===== src/rtl/axi_wr_arb2_if.sv =====
// Bundled AW/W/B signals of the 2:1 write arbiter: two master-side ports (s_*) and one slave-side port (m_*).
// Modport master is the arbiter's view; modport slave is the view of the surrounding masters and memory.
interface axi_wr_arb2_if #(
  parameter int ID_WIDTH   = 4,
  parameter int ADDR_WIDTH = 32,
  parameter int DATA_WIDTH = 64
);
  localparam int AWP = ID_WIDTH + ADDR_WIDTH + 13;
  localparam int WP  = DATA_WIDTH + DATA_WIDTH / 8 + 1;
  localparam int BP  = ID_WIDTH + 2;

  logic [2*AWP-1:0] s_aw_pld;
  logic [1:0]       s_aw_valid;
  logic [1:0]       s_aw_ready;
  logic [2*WP-1:0]  s_w_pld;
  logic [1:0]       s_w_valid;
  logic [1:0]       s_w_ready;
  logic [BP-1:0]    s_b_pld;
  logic [1:0]       s_b_valid;
  logic [1:0]       s_b_ready;
  logic [AWP:0]     m_aw_pld;
  logic             m_aw_valid;
  logic             m_aw_ready;
  logic [WP-1:0]    m_w_pld;
  logic             m_w_valid;
  logic             m_w_ready;
  logic [BP:0]      m_b_pld;
  logic             m_b_valid;
  logic             m_b_ready;

  modport master (
    input  s_aw_pld, s_aw_valid, s_w_pld, s_w_valid, s_b_ready,
    input  m_aw_ready, m_w_ready, m_b_pld, m_b_valid,
    output s_aw_ready, s_w_ready, s_b_pld, s_b_valid,
    output m_aw_pld, m_aw_valid, m_w_pld, m_w_valid, m_b_ready
  );

  modport slave (
    output s_aw_pld, s_aw_valid, s_w_pld, s_w_valid, s_b_ready,
    output m_aw_ready, m_w_ready, m_b_pld, m_b_valid,
    input  s_aw_ready, s_w_ready, s_b_pld, s_b_valid,
    input  m_aw_pld, m_aw_valid, m_w_pld, m_w_valid, m_b_ready
  );
endinterface


===== src/rtl/axi_wr_arb2.sv =====
// 2:1 round-robin AXI write arbiter, one transaction outstanding; AW is registered (1 cycle), W/B pass through.
// Backpressure: s_aw_ready only in IDLE; W and B readies follow the slave/master for the latched grant only.
module axi_wr_arb2 #(
  parameter int ID_WIDTH   = 4,
  parameter int ADDR_WIDTH = 32,
  parameter int DATA_WIDTH = 64
) (
  input  logic                ACLK,
  input  logic                ARESET,
  axi_wr_arb2_if.master       bus,
  output logic                busy,
  output logic                proto_err
);
  localparam int AWP = ID_WIDTH + ADDR_WIDTH + 13;
  localparam int WP  = DATA_WIDTH + DATA_WIDTH / 8 + 1;
  localparam int BP  = ID_WIDTH + 2;

  typedef enum logic [1:0] {IDLE, ADDR, DATA, RESP} state_t;

  state_t         state;
  logic           g;
  logic           last_grant;
  logic [AWP:0]   aw_q;
  logic           aw_vld_q;
  logic [7:0]     cnt;

  logic           pick;
  logic           aw_take;
  logic [AWP-1:0] aw_sel;
  logic [WP-1:0]  w_sel;
  logic           w_vld_sel;
  logic           w_last;
  logic           w_hs;
  logic           in_data;
  logic           in_resp;
  logic           b_rdy_sel;
  logic           b_hs;

  always_comb begin
    case (bus.s_aw_valid)
      2'b01:   pick = 1'b0;
      2'b10:   pick = 1'b1;
      default: pick = ~last_grant;
    endcase
  end

  // No AW is accepted while reset is held, so nothing can be lost across the reset edge.
  assign aw_take        = (state == IDLE) && (|bus.s_aw_valid) && !ARESET;
  assign aw_sel         = pick ? bus.s_aw_pld[2*AWP-1:AWP] : bus.s_aw_pld[AWP-1:0];
  assign bus.s_aw_ready = aw_take ? (pick ? 2'b10 : 2'b01) : 2'b00;
  assign bus.m_aw_valid = aw_vld_q;
  assign bus.m_aw_pld   = aw_q;

  assign in_data       = (state == DATA);
  assign w_sel         = g ? bus.s_w_pld[2*WP-1:WP] : bus.s_w_pld[WP-1:0];
  assign w_vld_sel     = g ? bus.s_w_valid[1] : bus.s_w_valid[0];
  assign w_last        = w_sel[0];
  assign bus.m_w_pld   = w_sel;
  assign bus.m_w_valid = in_data && w_vld_sel;
  assign bus.s_w_ready = {in_data && g && bus.m_w_ready, in_data && !g && bus.m_w_ready};
  assign w_hs          = in_data && w_vld_sel && bus.m_w_ready;

  // B is steered by the latched grant; the bid MSB is only cross-checked.
  assign in_resp       = (state == RESP);
  assign b_rdy_sel     = g ? bus.s_b_ready[1] : bus.s_b_ready[0];
  assign bus.m_b_ready = in_resp && b_rdy_sel;
  assign bus.s_b_valid = {in_resp && g && bus.m_b_valid, in_resp && !g && bus.m_b_valid};
  assign bus.s_b_pld   = bus.m_b_pld[BP-1:0];
  assign b_hs          = in_resp && bus.m_b_valid && b_rdy_sel;

  assign busy = (state != IDLE);

  always_ff @(posedge ACLK or posedge ARESET) begin
    if (ARESET) begin
      state      <= IDLE;
      g          <= 1'b0;
      last_grant <= 1'b1;
      aw_q       <= '0;
      aw_vld_q   <= 1'b0;
      cnt        <= 8'd0;
      proto_err  <= 1'b0;
    end else begin
      case (state)
        IDLE: begin
          if (aw_take) begin
            g        <= pick;
            aw_q     <= {pick, aw_sel};
            aw_vld_q <= 1'b1;
            state    <= ADDR;
          end
        end
        ADDR: begin
          if (bus.m_aw_ready) begin
            aw_vld_q <= 1'b0;
            cnt      <= aw_q[12:5];
            state    <= DATA;
          end
        end
        DATA: begin
          if (w_hs) begin
            cnt <= cnt - 8'd1;
            if (w_last != (cnt == 8'd0)) proto_err <= 1'b1;
            if (w_last) state <= RESP;
          end
        end
        RESP: begin
          if (b_hs) begin
            if (bus.m_b_pld[BP] != g) proto_err <= 1'b1;
            last_grant <= g;
            state      <= IDLE;
          end
        end
        default: state <= IDLE;
      endcase
    end
  end
endmodule


===== src/flat_wrapper.sv =====
// flat-port wrapper written by rule: the top's interface ports become plain ports
module axi_wr_arb2_flat 
#(
  parameter int ID_WIDTH   = 4,
  parameter int ADDR_WIDTH = 32,
  parameter int DATA_WIDTH = 64
)
  (ACLK, ARESET, busy, proto_err, bus_s_aw_pld, bus_s_aw_valid, bus_s_w_pld, bus_s_w_valid, bus_s_b_ready, bus_m_aw_ready, bus_m_w_ready, bus_m_b_pld, bus_m_b_valid, bus_s_aw_ready, bus_s_w_ready, bus_s_b_pld, bus_s_b_valid, bus_m_aw_pld, bus_m_aw_valid, bus_m_w_pld, bus_m_w_valid, bus_m_b_ready);
  axi_wr_arb2_if #(.ID_WIDTH(ID_WIDTH), .ADDR_WIDTH(ADDR_WIDTH), .DATA_WIDTH(DATA_WIDTH)) bus_i ();
  input  logic ACLK;
  input  logic ARESET;
  output logic busy;
  output logic proto_err;
  input wire logic [$bits(bus_i.s_aw_pld)-1:0] bus_s_aw_pld;
  input wire logic [$bits(bus_i.s_aw_valid)-1:0] bus_s_aw_valid;
  input wire logic [$bits(bus_i.s_w_pld)-1:0] bus_s_w_pld;
  input wire logic [$bits(bus_i.s_w_valid)-1:0] bus_s_w_valid;
  input wire logic [$bits(bus_i.s_b_ready)-1:0] bus_s_b_ready;
  input wire logic [$bits(bus_i.m_aw_ready)-1:0] bus_m_aw_ready;
  input wire logic [$bits(bus_i.m_w_ready)-1:0] bus_m_w_ready;
  input wire logic [$bits(bus_i.m_b_pld)-1:0] bus_m_b_pld;
  input wire logic [$bits(bus_i.m_b_valid)-1:0] bus_m_b_valid;
  output wire logic [$bits(bus_i.s_aw_ready)-1:0] bus_s_aw_ready;
  output wire logic [$bits(bus_i.s_w_ready)-1:0] bus_s_w_ready;
  output wire logic [$bits(bus_i.s_b_pld)-1:0] bus_s_b_pld;
  output wire logic [$bits(bus_i.s_b_valid)-1:0] bus_s_b_valid;
  output wire logic [$bits(bus_i.m_aw_pld)-1:0] bus_m_aw_pld;
  output wire logic [$bits(bus_i.m_aw_valid)-1:0] bus_m_aw_valid;
  output wire logic [$bits(bus_i.m_w_pld)-1:0] bus_m_w_pld;
  output wire logic [$bits(bus_i.m_w_valid)-1:0] bus_m_w_valid;
  output wire logic [$bits(bus_i.m_b_ready)-1:0] bus_m_b_ready;
  assign bus_i.s_aw_pld = bus_s_aw_pld;
  assign bus_i.s_aw_valid = bus_s_aw_valid;
  assign bus_i.s_w_pld = bus_s_w_pld;
  assign bus_i.s_w_valid = bus_s_w_valid;
  assign bus_i.s_b_ready = bus_s_b_ready;
  assign bus_i.m_aw_ready = bus_m_aw_ready;
  assign bus_i.m_w_ready = bus_m_w_ready;
  assign bus_i.m_b_pld = bus_m_b_pld;
  assign bus_i.m_b_valid = bus_m_b_valid;
  assign bus_s_aw_ready = bus_i.s_aw_ready;
  assign bus_s_w_ready = bus_i.s_w_ready;
  assign bus_s_b_pld = bus_i.s_b_pld;
  assign bus_s_b_valid = bus_i.s_b_valid;
  assign bus_m_aw_pld = bus_i.m_aw_pld;
  assign bus_m_aw_valid = bus_i.m_aw_valid;
  assign bus_m_w_pld = bus_i.m_w_pld;
  assign bus_m_w_valid = bus_i.m_w_valid;
  assign bus_m_b_ready = bus_i.m_b_ready;
  axi_wr_arb2 #(.ID_WIDTH(ID_WIDTH), .ADDR_WIDTH(ADDR_WIDTH), .DATA_WIDTH(DATA_WIDTH)) u_core (.ACLK(ACLK), .ARESET(ARESET), .bus(bus_i), .busy(busy), .proto_err(proto_err));
endmodule

===== config.mk =====
export PLATFORM = sky130hd
export DESIGN_NAME = axi_wr_arb2_flat
export DESIGN_NICKNAME = d
export VERILOG_FILES = /design/src/rtl/axi_wr_arb2_if.sv /design/src/rtl/axi_wr_arb2.sv /design/src/flat_wrapper.sv
export SDC_FILE = /design/constraint.sdc
export NUM_CORES = 1
export LEC_CHECK = 0
export CORE_AREA = 2 2 158 160
export DETAILED_ROUTE_END_ITERATION = 8
export DIE_AREA = 0 0 160 162
export DONT_BUFFER_PORTS = 1
export GPL_ROUTABILITY_DRIVEN = 1
export PLACE_DENSITY = 0.34
export SLEW_MARGIN = 10
export SYNTH_ARGS = -nofsm -noshare
export SYNTH_HDL_FRONTEND = slang
export SYNTH_SLANG_ARGS = --single-unit

===== constraint.sdc =====
create_clock -name ACLK -period 1.9 [get_ports ACLK]
set_input_delay 0.19 -clock ACLK [delete_from_list [all_inputs] [get_ports ACLK]]
set_output_delay 0.19 -clock ACLK [all_outputs]
set_load 0.01 [all_outputs]

==> impl_metrics.py, run 1 <==
metrics = {
    "power": {
        "peakVddDrop_v": 0.000532,
        "power_uw": 8650,
        "seq_power_share": 0.328,
        "powerDensity_nw_per_um2": 1680,
        "p_int_uw": 4980,
        "p_sw_frac": 0.424,
        "combPwrFrac": 0.471,
        "p_clk_frac": 0.201,
        "p_sw_uw": 3670,
        "power.leakage_uw": 0.00217,
    },
    "synth": {
        "synth_edf_count": 0,
        "synthArstFlopShare": 1.00,
        "ys_warn_count": 0,
        "yosysSeqAreaShare": 0.377,
        "syn_avg_cell_area_um2": 9.89,
        "netlist_area_um2": 4180,
        "ys_ff_latch": 63,
        "synth.distinct_cells": 40,
        "synth_common_cells": "mux2_2, dfrtp_1, o21ai_0",
        "synthCells": 423,
        "ys.flop_type": "dfrtp_1",
        "synth.most_common_cell": "mux2_2",
        "synth_top_area_cell": "dfrtp_1",
        "synthTopCellsByArea": "dfrtp_1, mux2_2, mux2i_1",
        "syn_nets": 694,
        "synth_top_area_frac": 0.371,
    },
    "worst_setup_path": {
        "crit_fanout": 3,
        "path_cells": "inv_2, ha_4, inv_2, or3_4, nor2_4, buf_6",
        "cpMaxStageDelayCell": "or3_4",
        "worst_ep_required_time_ps": 1710,
        "cpLargestDelayFamily": "simple AND/OR/NAND/NOR gates",
        "crit_top_cell": "inv_2",
        "critPathMaxStageDelay_ps": 410,
        "crit_path_start_kind": "register",
        "crit_type": "register to primary output",
        "path_depth": 6,
        "crit_buf_inv": 3,
        "worstPathArrival_ps": 1660,
        "ff2ff_path_depth": 4,
        "endpoint_kind": "primary output",
    },
    "sta": {
        "worst_pin_slew_ps": 536,
        "tns_ps": 0,
        "drv_slew": 0,
        "rsz0062_at_grt": "true",
        "min_period_ps": 1850,
        "fmax_mhz": 541,
        "layout_worst_path_cycle_share": 0.973,
        "holdWs_ps": 41.8,
        "setup_viol": 0,
        "finalHoldViolCount": 0,
        "slew_headroom": 0.642,
        "skew_ps": 6.79,
    },
    "route": {
        "avgRoutedWirePerCell_um": 25.4,
        "drc": 0,
        "routed_via_density": 4.40,
        "first_pass_iters": 4,
        "wirelength_um": 19500,
        "ant_nets": 0,
        "vias": 3369,
        "drtIter0Drc": 136,
    },
    "placement": {
        "numPortBuffers": 0,
        "placed_cells": 741,
        "dp_hpwl_um": 16500,
        "place.gp.congestion": 1.04,
    },
    "die": {
        "start_util": 0.174,
        "fp.dieH_um": 162,
        "dieWidth_um": 160,
        "fp-row-count": 57,
        "die_area_um2": 25900,
        "core_um2": 24100,
        "ios": 402,
    },
    "run": {
        "max_cap_violations": 0,
    },
    "global_routing": {
        "grt_max_degree": 65,
        "antenna_found_initial": 16,
        "track_usage": 0.146,
        "grt_pass1_vias": 3407,
        "grt_overflow": 0,
        "grt_pass1_wl_um": 26700,
    },
    "cts": {
        "clock-root-buffer": "clkbuf_16",
        "clockBufferDepth": 2,
        "cts_tree": "built",
        "cts_buffers": 9,
        "clk_pin_slew_ps": 50,
        "clkLatencyLatePin_ps": 340,
        "cts_sinks": 63,
        "htreeDepth": 3,
    },
    "finish": {
        "fin_cells": 766,
        "layout.nets": 707,
        "area_growth_pct": 23.3,
        "nFillCells": 2647,
        "drive_gt1_frac": 0.311,
    },
    "hold_path": {
        "whs_path_depth": 3,
        "hold_path.class": "input pin to register",
    },
    "run_status": {
        "outcome": "complete, no violations",
    },
}
==> cells in the final DEF (no fill, tap or decap), types with 5 or more instances in the layout <==
| cell | count |
|---|---|
| nor3_1 | 6 |
| ha_1 | 8 |
| o21ai_0 | 58 |
| mux2i_1 | 52 |
| buf_4 | 25 |
| inv_1 | 7 |
| nor2_1 | 10 |
| a2bb2oi_1 | 5 |
| dfrtp_1 | 61 |
| nand3_1 | 5 |
| a21oi_1 | 7 |
| clkbuf_16 | 9 |
| inv_2 | 5 |
| mux2_2 | 73 |
| nand2_1 | 56 |
==> worst min-delay path, cell delays in order <==
cell and delay, ps:
nor3_2 20, nor2_1 70, a21oi_1 50
==> through the flow <==
step	worst slack (ps)	util	instance area, µm²
after global placement	40.1	0.195	4700
after CTS	-8.57	0.212	5110
final	52.2	0.214	5160
after detailed placement	45.8	0.195	4700
after floorplan	82.8	-	4180
after global routing	-28.0	0.214	5160
==> timing repair <==
item,CTS,global route
endpoints found under the hold margin,63,0
pin swaps,2,3
gates resized for setup,10,10
endpoints found under the setup margin,32,6
hold buffers,3,0
setup buffers,1,3
cloned,1,0
==> path summary, 6_finish.rpt <==
path                                                     start                                  end  slack (ps)
hold / removal                                          ARESET    u_core.bus.m_aw_valid$_DFFE_PP0P_          40
min in group asynchronous                               ARESET    u_core.bus.m_aw_valid$_DFFE_PP0P_         370
setup / recovery                   u_core.state[1]$_DFFE_PP0P_                    bus_s_aw_ready[1]          50
setup reg to reg           u_core.bus.m_aw_pld[49]$_DFFE_PP0P_          u_core.state[1]$_DFFE_PP0P_         110
max in group asynchronous                               ARESET  u_core.bus.m_aw_pld[24]$_DFFE_PP0P_        1070
hold reg to reg                  u_core.last_grant$_DFFE_PP1P_        u_core.last_grant$_DFFE_PP1P_         530
==> power by group through the flow <==
stage	combinational (µW)	sequential, µW	clock [µW]
after global routing	4510	2930	1850
after CTS	4040	2860	1790
after floorplan	2940	2570	0
after global placement	3810	2850	0
final	4080	2830	1740
after detailed placement	3890	2840	0
==> flip-flops by register name, indices dropped and copies added (netlist names) <==
signal,count
u_core.cnt,8
u_core.proto_err,1
u_core.last_grant,1
u_core.bus.m_aw_valid,1
u_core.bus.m_aw_pld,50
u_core.state,2
==> metal layers <==
layer / GRT usage / up-vias / part of all wire
li1: - / 1534 / -
met1: 0.160 / 1554 / 0.36
met2: 0.267 / 241 / 0.52
met3: 0.0541 / 40 / 0.096
met4: 0.0401 / 0 / 0.023
met5: 0 / - / 0
==> cell families (layout without fill, tap and decap cells) <==
logic type               after synthesis  in the layout  synth area share
XOR/XNOR                               1              1           0.00209
adder cells (fa/ha/maj)                9              9            0.0269
AO/OA/AOI/OAI                         82             82             0.112
other                                  0              1                 0
AND/OR/NAND/NOR                       95             95             0.104
buffers and inverters                 46             64            0.0512
multiplexers                         127            127             0.326
flip-flops                            63             63             0.377
==> final cells by class <==
cell class                 instances  area, µm²  area share
antenna                            1       2.50    0.000485
clock buffer                      13        270      0.0524
clock inverter                     3       40.0     0.00777
inverter                          12       45.0     0.00874
multi-input combinational        314       2440       0.473
sequential                        63       1580       0.307
tap                              324        405      0.0786
timing repair buffer              36        370      0.0718
No activity file was read; power rests on OpenSTA's default activity.
==> inputs of run 2 (changes only) <==
Clock period 1.9 ns to 1.7 ns, I/O delays scaled along.
==> impl_metrics.py, run 2 (synthesized netlist as in run 1, its figures left out) <==
metrics = {
    "run_status": {
        "outcome": "complete, but fails checks",
        "violations": "negative setup slack",
    },
    "power": {
        "p_int_uw": 6510,
        "power.leakage_uw": 0.00255,
        "p_sw_uw": 4690,
        "p_sw_frac": 0.419,
        "power_uw": 11200,
        "combPwrFrac": 0.569,
        "peakVddDrop_v": 0.000503,
        "powerDensity_nw_per_um2": 1900,
        "p_clk_frac": 0.153,
        "seq_power_share": 0.278,
    },
    "sta": {
        "fmax_mhz": 548,
        "layout_worst_path_cycle_share": 1.07,
        "drv_slew": 0,
        "finalWorstSetupSlack_ps": -126,
        "setup_viol": 16,
        "finalHoldViolCount": 0,
        "skew_ps": 4.89,
        "worst_pin_slew_ps": 497,
        "min_period_ps": 1830,
        "rsz0062_at_grt": "true",
        "slew_headroom": 0.669,
    },
    "placement": {
        "numPortBuffers": 0,
        "place.gp.congestion": 0.937,
        "placed_cells": 758,
        "dp_hpwl_um": 16400,
    },
    "cts": {
        "cts_buffers": 9,
        "cts_tree": "built",
        "cts_sinks": 63,
        "htreeDepth": 3,
        "clock-root-buffer": "clkbuf_16",
        "clkLatencyLatePin_ps": 330,
        "clk_pin_slew_ps": 60,
        "clockBufferDepth": 2,
    },
    "die": {
        "fp.dieH_um": 162,
        "dieWidth_um": 160,
        "fp-row-count": 57,
        "ios": 402,
        "core_um2": 24100,
        "die_area_um2": 25900,
        "start_util": 0.174,
    },
    "route": {
        "avgRoutedWirePerCell_um": 25.2,
        "first_pass_iters": 4,
        "routed_via_density": 4.47,
        "drtIter0Drc": 141,
        "vias": 3586,
        "drc": 0,
        "wirelength_um": 20200,
        "ant_nets": 0,
    },
    "worst_setup_path": {
        "path_depth": 5,
        "worst_ep_required_time_ps": 1910,
        "critPathMaxStageDelay_ps": 510,
        "endpoint_kind": "register",
        "crit_type": "register to register",
        "ff2ff_path_depth": 5,
        "cpLargestDelayFamily": "flip-flops",
        "crit_buf_inv": 1,
        "crit_path_start_kind": "register",
        "path_cells": "buf_12, mux2i_4, o21a_4, nor4b_4, mux2_4",
        "crit_fanout": 5,
        "cpMaxStageDelayCell": "dfrtp_4",
        "worstPathArrival_ps": 2040,
    },
    "hold_path": {
        "hold_path.class": "input pin to register",
        "whs_path_depth": 3,
    },
    "global_routing": {
        "grt_pass1_vias": 3597,
        "grt_overflow": 0,
        "grt_pass1_wl_um": 26600,
        "grt_max_degree": 57,
        "track_usage": 0.145,
        "antenna_found_initial": 9,
    },
    "run": {
        "max_cap_violations": 0,
    },
    "finish": {
        "layout_commonest_cell": "dfrtp_1",
        "area_growth_pct": 40.7,
        "nFillCells": 2624,
        "final_cell_mix": "dfrtp_1, nand2_1, mux2i_1, mux2_2, buf_4",
        "layout.nets": 743,
        "drive_gt1_frac": 0.422,
        "fin_cells": 802,
        "largest_reg_flops": 50,
    },
}
==> run 2: cell types whose count changed in the layout (fill, tap and decap cells not counted), sizes merged <==
cell	delta
diode	+1
clkbuf	+1
buf	+32
clkinvlp	+2
clkinv	+2
inv	-2
bufbuf	+1
bufinv	-1
==> run 2: power groups by stage <==
stage	registers, µW	clock network, µW	logic (µW)
6_report	3110	1710	6380
3_3_place_gp	3150	0	4680
3_5_place_dp	3140	0	4760
2_1_floorplan	2880	0	3290
4_1_cts	3120	1800	5870
5_1_grt	3200	1860	6860
==> run 2: per-stage QoR <==
step                      setup TNS [ps]  setup slack [ps]  hold slack (ps)   util  cell area, µm²
after CTS                          -1750              -150             8.20  0.234            5630
final                               -548              -126             24.1  0.244            5880
after global placement             -6180              -139              185  0.201            4840
after global routing               -3890              -165             15.4  0.244            5880
after detailed placement           -6260              -156              188  0.201            4840
after floorplan                        0              3.32              281      -            4200
==> run 2: final cells by class <==
class | instances | area (µm²) | area share
Antenna cell | 2 | 5.00 | 0.000851
Sequential cell | 63 | 1580 | 0.269
Inverter | 12 | 56.3 | 0.00957
Multi-Input combinational cell | 314 | 2720 | 0.463
Timing Repair Buffer | 72 | 848 | 0.144
Clock buffer | 11 | 243 | 0.0413
Clock inverter | 4 | 22.5 | 0.00383
Tap cell | 324 | 405 | 0.0689
==> run 2: repair_timing <==
| item | CTS | global route |
|---|---|---|
| buffers inserted | 15 | 8 |
| hold buffers | 3 | 0 |
| endpoints found under the setup margin | 132 | 113 |
| pin swaps | 9 | 7 |
| hold endpoints to repair | 63 | 0 |
| cloned | 3 | 3 |
| gates resized for setup | 64 | 66 |
==> run 2: worst register-to-register path, cell delays in order, from the launching register on <==
cell     delay, ps
dfrtp_4        510
buf_12         150
mux2i_4        190
o21a_4         220
nor4b_4        320
mux2_4         330
==> run 2: per-layer routing <==
layer	track usage	wire, µm
met1	0.159	7440
met2	0.254	10000
met4	0.0356	313
met5	0	9
met3	0.0695	2390
==> run 2: worst paths after layout <==
check	start	endpoint	slack [ps]
setup / recovery	u_core.bus.m_aw_pld[49]$_DFFE_PP0P_	u_core.state[1]$_DFFE_PP0P_	-130
hold / removal	ARESET	u_core.bus.m_aw_valid$_DFFE_PP0P_	20
setup reg to reg	u_core.bus.m_aw_pld[49]$_DFFE_PP0P_	u_core.state[1]$_DFFE_PP0P_	-130
hold reg to reg	u_core.last_grant$_DFFE_PP1P_	u_core.last_grant$_DFFE_PP1P_	510
max in group asynchronous	ARESET	u_core.bus.m_aw_pld[42]$_DFFE_PP0P_	860
min in group asynchronous	ARESET	u_core.bus.m_aw_pld[5]$_DFFE_PP0P_	450
==> inputs of run 3 (changes only) <==
Settings changed: SETUP_SLACK_MARGIN set to 0.5.
==> impl_metrics.py, run 3 (synthesized netlist as in run 1, its figures left out) <==
metrics = {
    "sta": {
        "holdWs_ps": 20.0,
        "finalWorstSetupSlack_ps": -115,
        "rsz0062_at_grt": "true",
        "worst_pin_slew_ps": 569,
        "fmax_mhz": 551,
        "skew_ps": 5.33,
        "layout_worst_path_cycle_share": 1.07,
        "tns_ps": -3030,
        "drv_slew": 0,
        "setup_viol": 78,
        "slew_headroom": 0.620,
        "min_period_ps": 1810,
        "finalHoldViolCount": 0,
    },
    "route": {
        "drc": 0,
        "ant_nets": 0,
        "wirelength_um": 21100,
        "routed_via_density": 4.45,
        "drtIter0Drc": 121,
        "first_pass_iters": 4,
        "vias": 3605,
        "avgRoutedWirePerCell_um": 26.0,
    },
    "die": {
        "start_util": 0.174,
        "die_area_um2": 25900,
        "ios": 402,
        "dieWidth_um": 160,
        "fp.dieH_um": 162,
        "fp-row-count": 57,
        "core_um2": 24100,
    },
    "global_routing": {
        "grt_pass1_wl_um": 28800,
        "antenna_found_initial": 3,
        "grt_overflow": 0,
        "grt_pass1_vias": 3783,
        "track_usage": 0.156,
        "grt_max_degree": 49,
    },
    "cts": {
        "clockBufferDepth": 2,
        "cts_tree": "built",
        "clkLatencyLatePin_ps": 330,
        "clk_pin_slew_ps": 60,
        "clock-root-buffer": "clkbuf_16",
        "cts_sinks": 63,
        "htreeDepth": 3,
        "cts_buffers": 9,
    },
    "run": {
        "max_cap_violations": 0,
    },
    "finish": {
        "nFillCells": 2587,
        "final_cell_mix": "dfrtp_1, nand2_1, o21ai_1, mux2_4, mux2i_1",
        "regArea_um2": 1580,
        "drive_gt1_frac": 0.470,
        "layout.nets": 751,
        "area_growth_pct": 53.5,
        "multi_input_area_um2": 2940,
        "largest_reg_flops": 50,
        "layout_commonest_cell": "dfrtp_1",
        "design_area_um2": 6420,
    },
    "worst_setup_path": {
        "worstPathArrival_ps": 1640,
        "r2r_start": "u_core.bus.m_aw_pld[49]$_DFFE_PP0P_",
        "setup.worst_path.start": "u_core.bus.m_aw_pld[49]$_DFFE_PP0P_",
        "crit_path_start_kind": "register",
        "worst_ep_required_time_ps": 1530,
        "timing.rr.end": "u_core.state[1]$_DFFE_PP0P_",
        "crit_end": "bus_m_w_pld[15]",
        "crit_type": "register to primary output",
        "ff2ff_setup_slack_ps": -60,
        "endpoint_kind": "primary output",
        "ff2ff_path_depth": 5,
        "crit_fanout": 5,
    },
    "hold_path": {
        "hold_path.class": "input pin to register",
    },
    "placement": {
        "placed_cell_area_um2": 4850,
        "numPortBuffers": 0,
        "dp_hpwl_um": 16400,
        "place.gp.congestion": 0.921,
    },
    "power": {
        "powerDensity_nw_per_um2": 1990,
        "peakVddDrop_v": 0.000616,
        "power_uw": 12800,
        "power.leakage_uw": 0.00276,
    },
    "run_status": {
        "violations": "negative setup slack",
        "outcome": "complete, but fails checks",
    },
}
==> run 3: cell types whose count changed in the layout (fill, tap and decap cells not counted), moves of 4 or more <==
| cell | delta |
|---|---|
| o21ai_0 | -32 |
| o21ai_1 | +32 |
| mux2_2 | -18 |
| mux2_4 | +18 |
| buf_4 | -14 |
| buf_6 | +9 |
| buf_16 | +7 |
| buf_12 | +4 |
==> run 3: area by class of cell <==
type                    count  share of cell area
multi-input cells         314               0.457
clock buffers              14              0.0442
inverters                  12             0.00877
repair buffers             80               0.179
diodes                      4             0.00156
flip-flops and latches     63               0.246
well taps                 324              0.0631
==> run 3: worst min-delay path by stage <==
stage | startpoint | end | slack, ps | depth (start not counted)
3_3_place_gp | ARESET | u_core.bus.m_aw_valid$_DFFE_PP0P_ | 140 | 1
2_1_floorplan | bus_m_b_valid | u_core.last_grant$_DFFE_PP1P_ | 280 | 2
3_5_place_dp | ARESET | u_core.bus.m_aw_pld[11]$_DFFE_PP0P_ | 130 | 1
4_1_cts | bus_s_aw_pld[52] | u_core.bus.m_aw_pld[3]$_DFFE_PP0P_ | 6 | 2
6_report | bus_s_aw_pld[55] | u_core.bus.m_aw_pld[6]$_DFFE_PP0P_ | 20 | 2
5_1_grt | bus_s_aw_pld[68] | u_core.bus.m_aw_pld[19]$_DFFE_PP0P_ | 20 | 2
==> run 3: report_power, final <==
part | internal [µW] | switching [µW] | total (µW)
Sequential | 2220 | 990 | 3210
Combinational | 4220 | 3560 | 7780
Clock | 1130 | 667 | 1800
Total | 7570 | 5220 | 12800
==> run 3: metal layers <==
layer  global-route usage  share of wire  vias up
li1                     -              -     1619
met1                0.157           0.34     1693
met2                0.282           0.51      244
met3               0.0674           0.11       49
met4               0.0688          0.039        0
met5                    0              0        -
==> run 3: what timing repair did <==
item,CTS,global route
pin swaps,19,10
gates resized for setup,82,64
endpoints found under the setup margin,146,146
buffers inserted,26,3
hold endpoints to repair,18,0
hold buffers,3,0
cloned,11,4
==> run 3: per-stage QoR <==
stage | instances | util | setup slack [ps]
after floorplan | 423 | - | 70.5
after global placement | 746 | 0.201 | -23.7
after detailed placement | 746 | 0.201 | -61.1
after CTS | 800 | 0.250 | -159
after global routing | 810 | 0.266 | -157
final | 811 | 0.266 | -115
==> run 3: critical path, stage by stage, from the launching register on <==
cell and delay [ps]:
dfrtp_4 550, buf_12 180, buf_6 120, buf_16 120, mux2_2 330
